[src/rtl/demux_pkg.sv]
// Shared sizing constants and helpers for the 1-to-11 word demultiplexer.
// Optional build macro: DEMUX1TO11_DROP_CNT_EN (drop counter output on the top level).
package demux_pkg;

  localparam int DATA_W = 32;
  localparam int NUM_CH = 11;
  localparam int SEL_W  = 4;

  localparam logic [SEL_W-1:0] MAX_SEL = 4'd10;

  function automatic logic [3:0] popcount11(input logic [10:0] vec);
    logic [3:0] cnt;
    cnt = '0;
    for (int i = 0; i < 11; i++) begin
      cnt = cnt + {3'b000, vec[i]};
    end
    return cnt;
  endfunction

endpackage

[src/rtl/demux_slot.sv]
// Single-entry channel buffer; a load on the same edge as a pop refills without a bubble.
module demux_slot
  import demux_pkg::*;
(
  input  logic              clk,
  input  logic              rst,
  input  logic              load,
  input  logic [DATA_W-1:0] load_data,
  input  logic              pop,
  output logic              full,
  output logic [DATA_W-1:0] data
);

  logic              full_q;
  logic [DATA_W-1:0] data_q;

  always_ff @(posedge clk or posedge rst) begin
    if (rst) begin
      full_q <= 1'b0;
      data_q <= '0;
    end else if (load) begin
      full_q <= 1'b1;
      data_q <= load_data;
    end else if (pop && full_q) begin
      full_q <= 1'b0;
    end
  end

  assign full = full_q;
  assign data = data_q;

endmodule

[src/rtl/demux1to11_buf.sv]
// Registered 1-to-11 demultiplexer with per-channel one-entry buffers and a sticky drop flag.
// Optional build macro: DEMUX1TO11_DROP_CNT_EN adds drop_cnt, a saturating count of dropped words.
module demux1to11_buf
  import demux_pkg::*;
(
  input  logic                     clk,
  input  logic                     rst,
  input  logic [DATA_W-1:0]        in_data,
  input  logic [SEL_W-1:0]         in_sel,
  input  logic                     in_valid,
  output logic                     in_ready,
  output logic [NUM_CH*DATA_W-1:0] out_data,
  output logic [NUM_CH-1:0]        out_valid,
  input  logic [NUM_CH-1:0]        out_ready,
  output logic [3:0]               pending,
`ifdef DEMUX1TO11_DROP_CNT_EN
  output logic [7:0]               drop_cnt,
`endif
  output logic                     err,
  input  logic                     err_clr
);

  logic [NUM_CH-1:0] fullVec;
  logic [NUM_CH-1:0] loadVec;
  logic [NUM_CH-1:0] fullNext;
  logic [15:0]       fullExt;
  logic [15:0]       readyExt;
  logic              selValid;
  logic              accept;
  logic              drop;
  logic [3:0]        pending_q, pending_d;
  logic              err_q, err_d;

  // Widen to the full select range so selects 11..15 index harmless zeros.
  assign fullExt  = 16'(fullVec);
  assign readyExt = 16'(out_ready);
  assign selValid = (in_sel <= MAX_SEL);
  assign in_ready = !selValid || !fullExt[in_sel] || readyExt[in_sel];
  assign accept   = in_valid && in_ready;
  assign drop     = accept && !selValid;

  for (genvar k = 0; k < NUM_CH; k++) begin : gSlot
    assign loadVec[k] = accept && selValid && (in_sel == SEL_W'(k));

    demux_slot uSlot (
      .clk       (clk),
      .rst       (rst),
      .load      (loadVec[k]),
      .load_data (in_data),
      .pop       (out_ready[k]),
      .full      (fullVec[k]),
      .data      (out_data[k*DATA_W +: DATA_W])
    );
  end

  assign out_valid = fullVec;

  // pending tracks the slots' next state so it lands on the same edge as out_valid.
  always_comb begin
    fullNext  = loadVec | (fullVec & ~out_ready);
    pending_d = popcount11(fullNext);
    err_d     = err_q;
    if (drop) begin
      err_d = 1'b1;
    end else if (err_clr) begin
      err_d = 1'b0;
    end
  end

  always_ff @(posedge clk or posedge rst) begin
    if (rst) begin
      pending_q <= '0;
      err_q     <= 1'b0;
    end else begin
      pending_q <= pending_d;
      err_q     <= err_d;
    end
  end

  assign pending = pending_q;
  assign err     = err_q;

`ifdef DEMUX1TO11_DROP_CNT_EN
  logic [7:0] dropCnt_q, dropCnt_d;

  always_comb begin
    dropCnt_d = dropCnt_q;
    if (err_clr) begin
      dropCnt_d = drop ? 8'd1 : 8'd0;
    end else if (drop && (dropCnt_q != 8'hFF)) begin
      dropCnt_d = dropCnt_q + 8'd1;
    end
  end

  always_ff @(posedge clk or posedge rst) begin
    if (rst) begin
      dropCnt_q <= '0;
    end else begin
      dropCnt_q <= dropCnt_d;
    end
  end

  assign drop_cnt = dropCnt_q;
`endif

endmodule
[config.mk]
export PLATFORM = sky130hd
export DESIGN_NAME = demux1to11_buf
export DESIGN_NICKNAME = d
export VERILOG_FILES = /design/src/rtl/demux_pkg.sv /design/src/rtl/demux_slot.sv /design/src/rtl/demux1to11_buf.sv
export SDC_FILE = /design/constraint.sdc
export NUM_CORES = 1
export LEC_CHECK = 0
export ABC_AREA = 1
export BUFFER_PORTS_ARGS = -buffer_cell sky130_fd_sc_hd__buf_2
export CORE_UTILIZATION = 30
export CTS_CLUSTER_DIAMETER = 30
export CTS_CLUSTER_SIZE = 8
export DETAILED_ROUTE_END_ITERATION = 10
export SLEW_MARGIN = 20
export SYNTH_ARGS = -nofsm -noshare
export SYNTH_HDL_FRONTEND = slang
export SYNTH_SLANG_ARGS = --single-unit
[constraint.sdc]
create_clock -name clk -period 12.3 [get_ports clk]
set_input_delay 1.23 -clock clk [delete_from_list [all_inputs] [get_ports clk]]
set_output_delay 1.23 -clock clk [all_outputs]
set_load 0.05 [all_outputs]
==> key figures <==
Yosys
  • Syn_nets: 1836
  • Sequential area share after synthesis: 58.52%
  • Post-Synthesis Cells: 1777
  • Netlist cell types: 20
  • Synth area leaders: dfrtp_1 (59%), nand2_1 (18%), nand4_1 (14%)
  • Mapped Avg Cell Area: 8.856 um^2
  • Number of synthesized register bits: 368
  • Netlist Area Pre-Place: 15740 um^2
  • Share of the synthesized area in the top cell type: 58.52%
  • Warnings from Yosys: 0
  • Top cell type by total area after synthesis: dfrtp_1

Worst setup path
  • Crit-path max cell delay: around 0.9 ns
  • Setup crit start kind: input pin
  • Worst path required time: 12.84 ns
  • Worst path buffer plus inverter count: 9
  • CP top delay family: adder cells
  • Critical path class: input pin to register
  • Critical Path Sink Type: register
  • Slowest cell on crit path: nand3_2
  • Worst path arrival time: 7.84 ns
  • CP cell instances: buf_2, inv_2, nor2_1, nand2_1, nand3_1, nand2_1, nand3_1, nand2_8, buf_12, nand3_2, nand2_1, inv_1, fa_1, inv_1, fa_1, inv_1, fa_1, inv_1, fa_1, inv_1, fa_1, inv_1
  • Crit-path max FO: 223
  • Cell repeated most along the worst path: inv_1

Floorplan
  • Row cnt: 83
  • Die area: roughly 53000 um^2
  • Die height: 231.0 um
  • DIE WIDTH: about 230 um
  • # IOs: 420
  • Total core area: about 52000 um^2
  • Initial Utilization: 30.49%

Timing
  • Tightest Pin Transition: roughly 1.1 ns
  • Hold Vio Cnt, Final: 0
  • Final setup viols: 0
  • Relative max-transition margin: between 20% and 30%
  • RSZ-0062 raised after global routing: false
  • Final min period: ~7.3 ns
  • Tcrit/Tclk final: around three fifths
  • Max Slew Vio Count: 0
  • Max Freq: 137.1 MHz
  • Setup Skew: 0.01893 ns
  • Setup total negative slack: 0 ns

GRT
  • Vias in the first global route: 14505
  • Met1 GRT Util: 30.08%
  • Overflow after GRT: 0
  • Met2 GRT Util: 36.66%
  • Busiest layer in global routing: met2
  • Largest net degree at the start of global routing: approximately 220
  • Met3 usage: 6.508%
  • First-pass GRT wire length: 93000 um
  • Initial antenna violation count: 0
  • Total track usage: 23.29%

Clocking
  • Clk pin slew, worst setup/hold paths: approximately 0.040 ns
  • Number of setup buffers added after CTS: 0
  • H-tree depth: 3
  • CTS Root Cell: clkbuf_16
  • CTS tree: built
  • Clock sinks: 368
  • Resized cells post-CTS: 0
  • Num CTS Buffers: 93
  • CTS hold repair buffers: 0
  • Max clock buf depth: 3
  • Worst-skew pair later-pin latency: 0.62 ns

Cells and area
  • # nets final: 2173
  • Antenna Cells: 0
  • Fill cells: 5092
  • Ratio of cells with drive above 1 in the final layout: 27.41%
  • Area grow syn2layout: 34.13%

Place
  • DP HPWL: around 40000 um
  • Input/output buffers: 419
  • Placer Congestion: ~0.84

Power
  • Worst IR Drop VDD: 0.1318 mV
  • Total power: between 5 and 6 mW
  • Cell area power density: 267.1 nW/um^2
  • Leakage power: about 12 nW

Detailed routing
  • Routed WL: 62890 um
  • Routed Antenna Nets: 0
  • Residual DRC: 0
  • Drt first pass iters: 5
  • Via-to-Cell Ratio: 5.174
  • Post-DR wirelength/cell: 21.95 um
  • Starting DRT DRC Count: 1433
  • Vias: 14824

Outcome
  • Run status: finished, final reports clean

Flow run
  • Max-cap violations: 0

Min path
  • Hold Path Class: register to register
stage by stage:
step / instances / instance area [um^2] / hold WS, ns / setup slack [ns] / util, %
after global routing: 2865 / 21110 / 0.4743 / 4.647 / 40.90
after global placement: 2699 / 18040 / 0.4485 / 4.654 / 34.96
after detailed placement: 2699 / 18040 / 0.4527 / 4.661 / 34.96
after floorplan: 1777 / 15740 / 0.4905 / 0.8528 / -
final: 2865 / 21110 / 0.4617 / 5.004 / 40.90
after CTS: 2865 / 21100 / 0.4626 / 5.282 / 40.89
synthesized netlist by cell type:
library cell and number:
nand2_1 770, dfrtp_1 368, nand4_1 352, buf_2 98, clkbuf_1 75, inv_1 40, nor2_1 18, buf_4 15
nand3_1 15, fa_1 7, o21ai_0 4, buf_1 3, nand3_2 3, inv_2 2, o21ai_1 2, a21oi_1 1
ha_1 1, nand2_2 1, o22ai_1 1, xnor2_1 1
layout make-up:
| class | instances | area [um^2] | area share (%) |
|---|---|---|---|
| well taps | 680 | 850.8 | 4.031 |
| repair buffers | 433 | 2231 | 10.57 |
| inverters | 42 | 165.2 | 0.7825 |
| flip-flops and latches | 368 | 9209 | 43.63 |
| clock buffers | 138 | 2706 | 12.82 |
| multi-input cells | 1176 | 5592 | 26.49 |
| clock inverters | 28 | 354.1 | 1.678 |
registers in the layout, indices dropped and copies added (netlist names):
register and flops:
err 1, gSlot.uSlot.data 352, gSlot.uSlot.full 11, pending 4
worst paths after layout:
check,endpoint,cells after the start,slack [ns],from
worst min-delay path,gSlot[4].uSlot.data[15]$_DFFE_PP0P_,2,0.46,gSlot[4].uSlot.data[15]$_DFFE_PP0P_
min in group asynchronous,gSlot[4].uSlot.data[17]$_DFFE_PP0P_,2,0.74,rst
worst max-delay path,pending[1]$_DFF_PP0_,22,5.00,in_sel[0]
max in group asynchronous,gSlot[9].uSlot.data[0]$_DFFE_PP0P_,3,10.03,rst
worst min register to register,gSlot[4].uSlot.data[15]$_DFFE_PP0P_,2,0.46,gSlot[4].uSlot.data[15]$_DFFE_PP0P_
worst max register to register,pending[1]$_DFF_PP0_,21,5.62,gSlot[3].uSlot.full$_DFFE_PP0P_
cell usage in the layout, fill, tap and decap left out, types with 11 or more instances in the layout:
cell type  netlist  routed
clkinv_2         0      14
nand4_1        352     352
dfrtp_1        368     368
clkbuf_1        75      24
buf_4           15      11
inv_1           40      39
clkbuf_16        0      93
clkbuf_8         0      21
nand2_1        770     770
buf_2           98     419
per-layer routing:
metal / vias to the layer above / part of all wire [%]
li1: 6654 / -
met1: 7281 / 40
met2: 754 / 47
met3: 135 / 9.2
met4: 0 / 3.7
met5: - / 0
worst register-to-register path: cells and delay by family (launching register included):
| family | cells | cell delay [ns] |
|---|---|---|
| buffers and inverters | 7 | 1.16 |
| DFF | 1 | 0.40 |
| adders and majority gates | 5 | 2.38 |
| and+or+nand+nor | 9 | 2.68 |
power by group:
part,internal (mW),leakage (nW),switching [mW]
combinational,0.289,5.42,1.33
sequential,1.48,4.71,0.180
clock,1.64,1.51,0.717
cells by family (layout without fill, tap and decap cells):
logic type               Yosys count  after routing  synth area share (%)
AND/OR/NAND/NOR                 1159           1159                 33.50
flip-flops                       368            368                 58.52
buffers and inverters            233            641                 6.695
adder cells (fa/ha/maj)            8              8                0.9700
AO/OA/AOI/OAI                      8              8                0.2624
XOR/XNOR                           1              1               0.05567
Note: power is estimated with default switching activity, not from simulation.
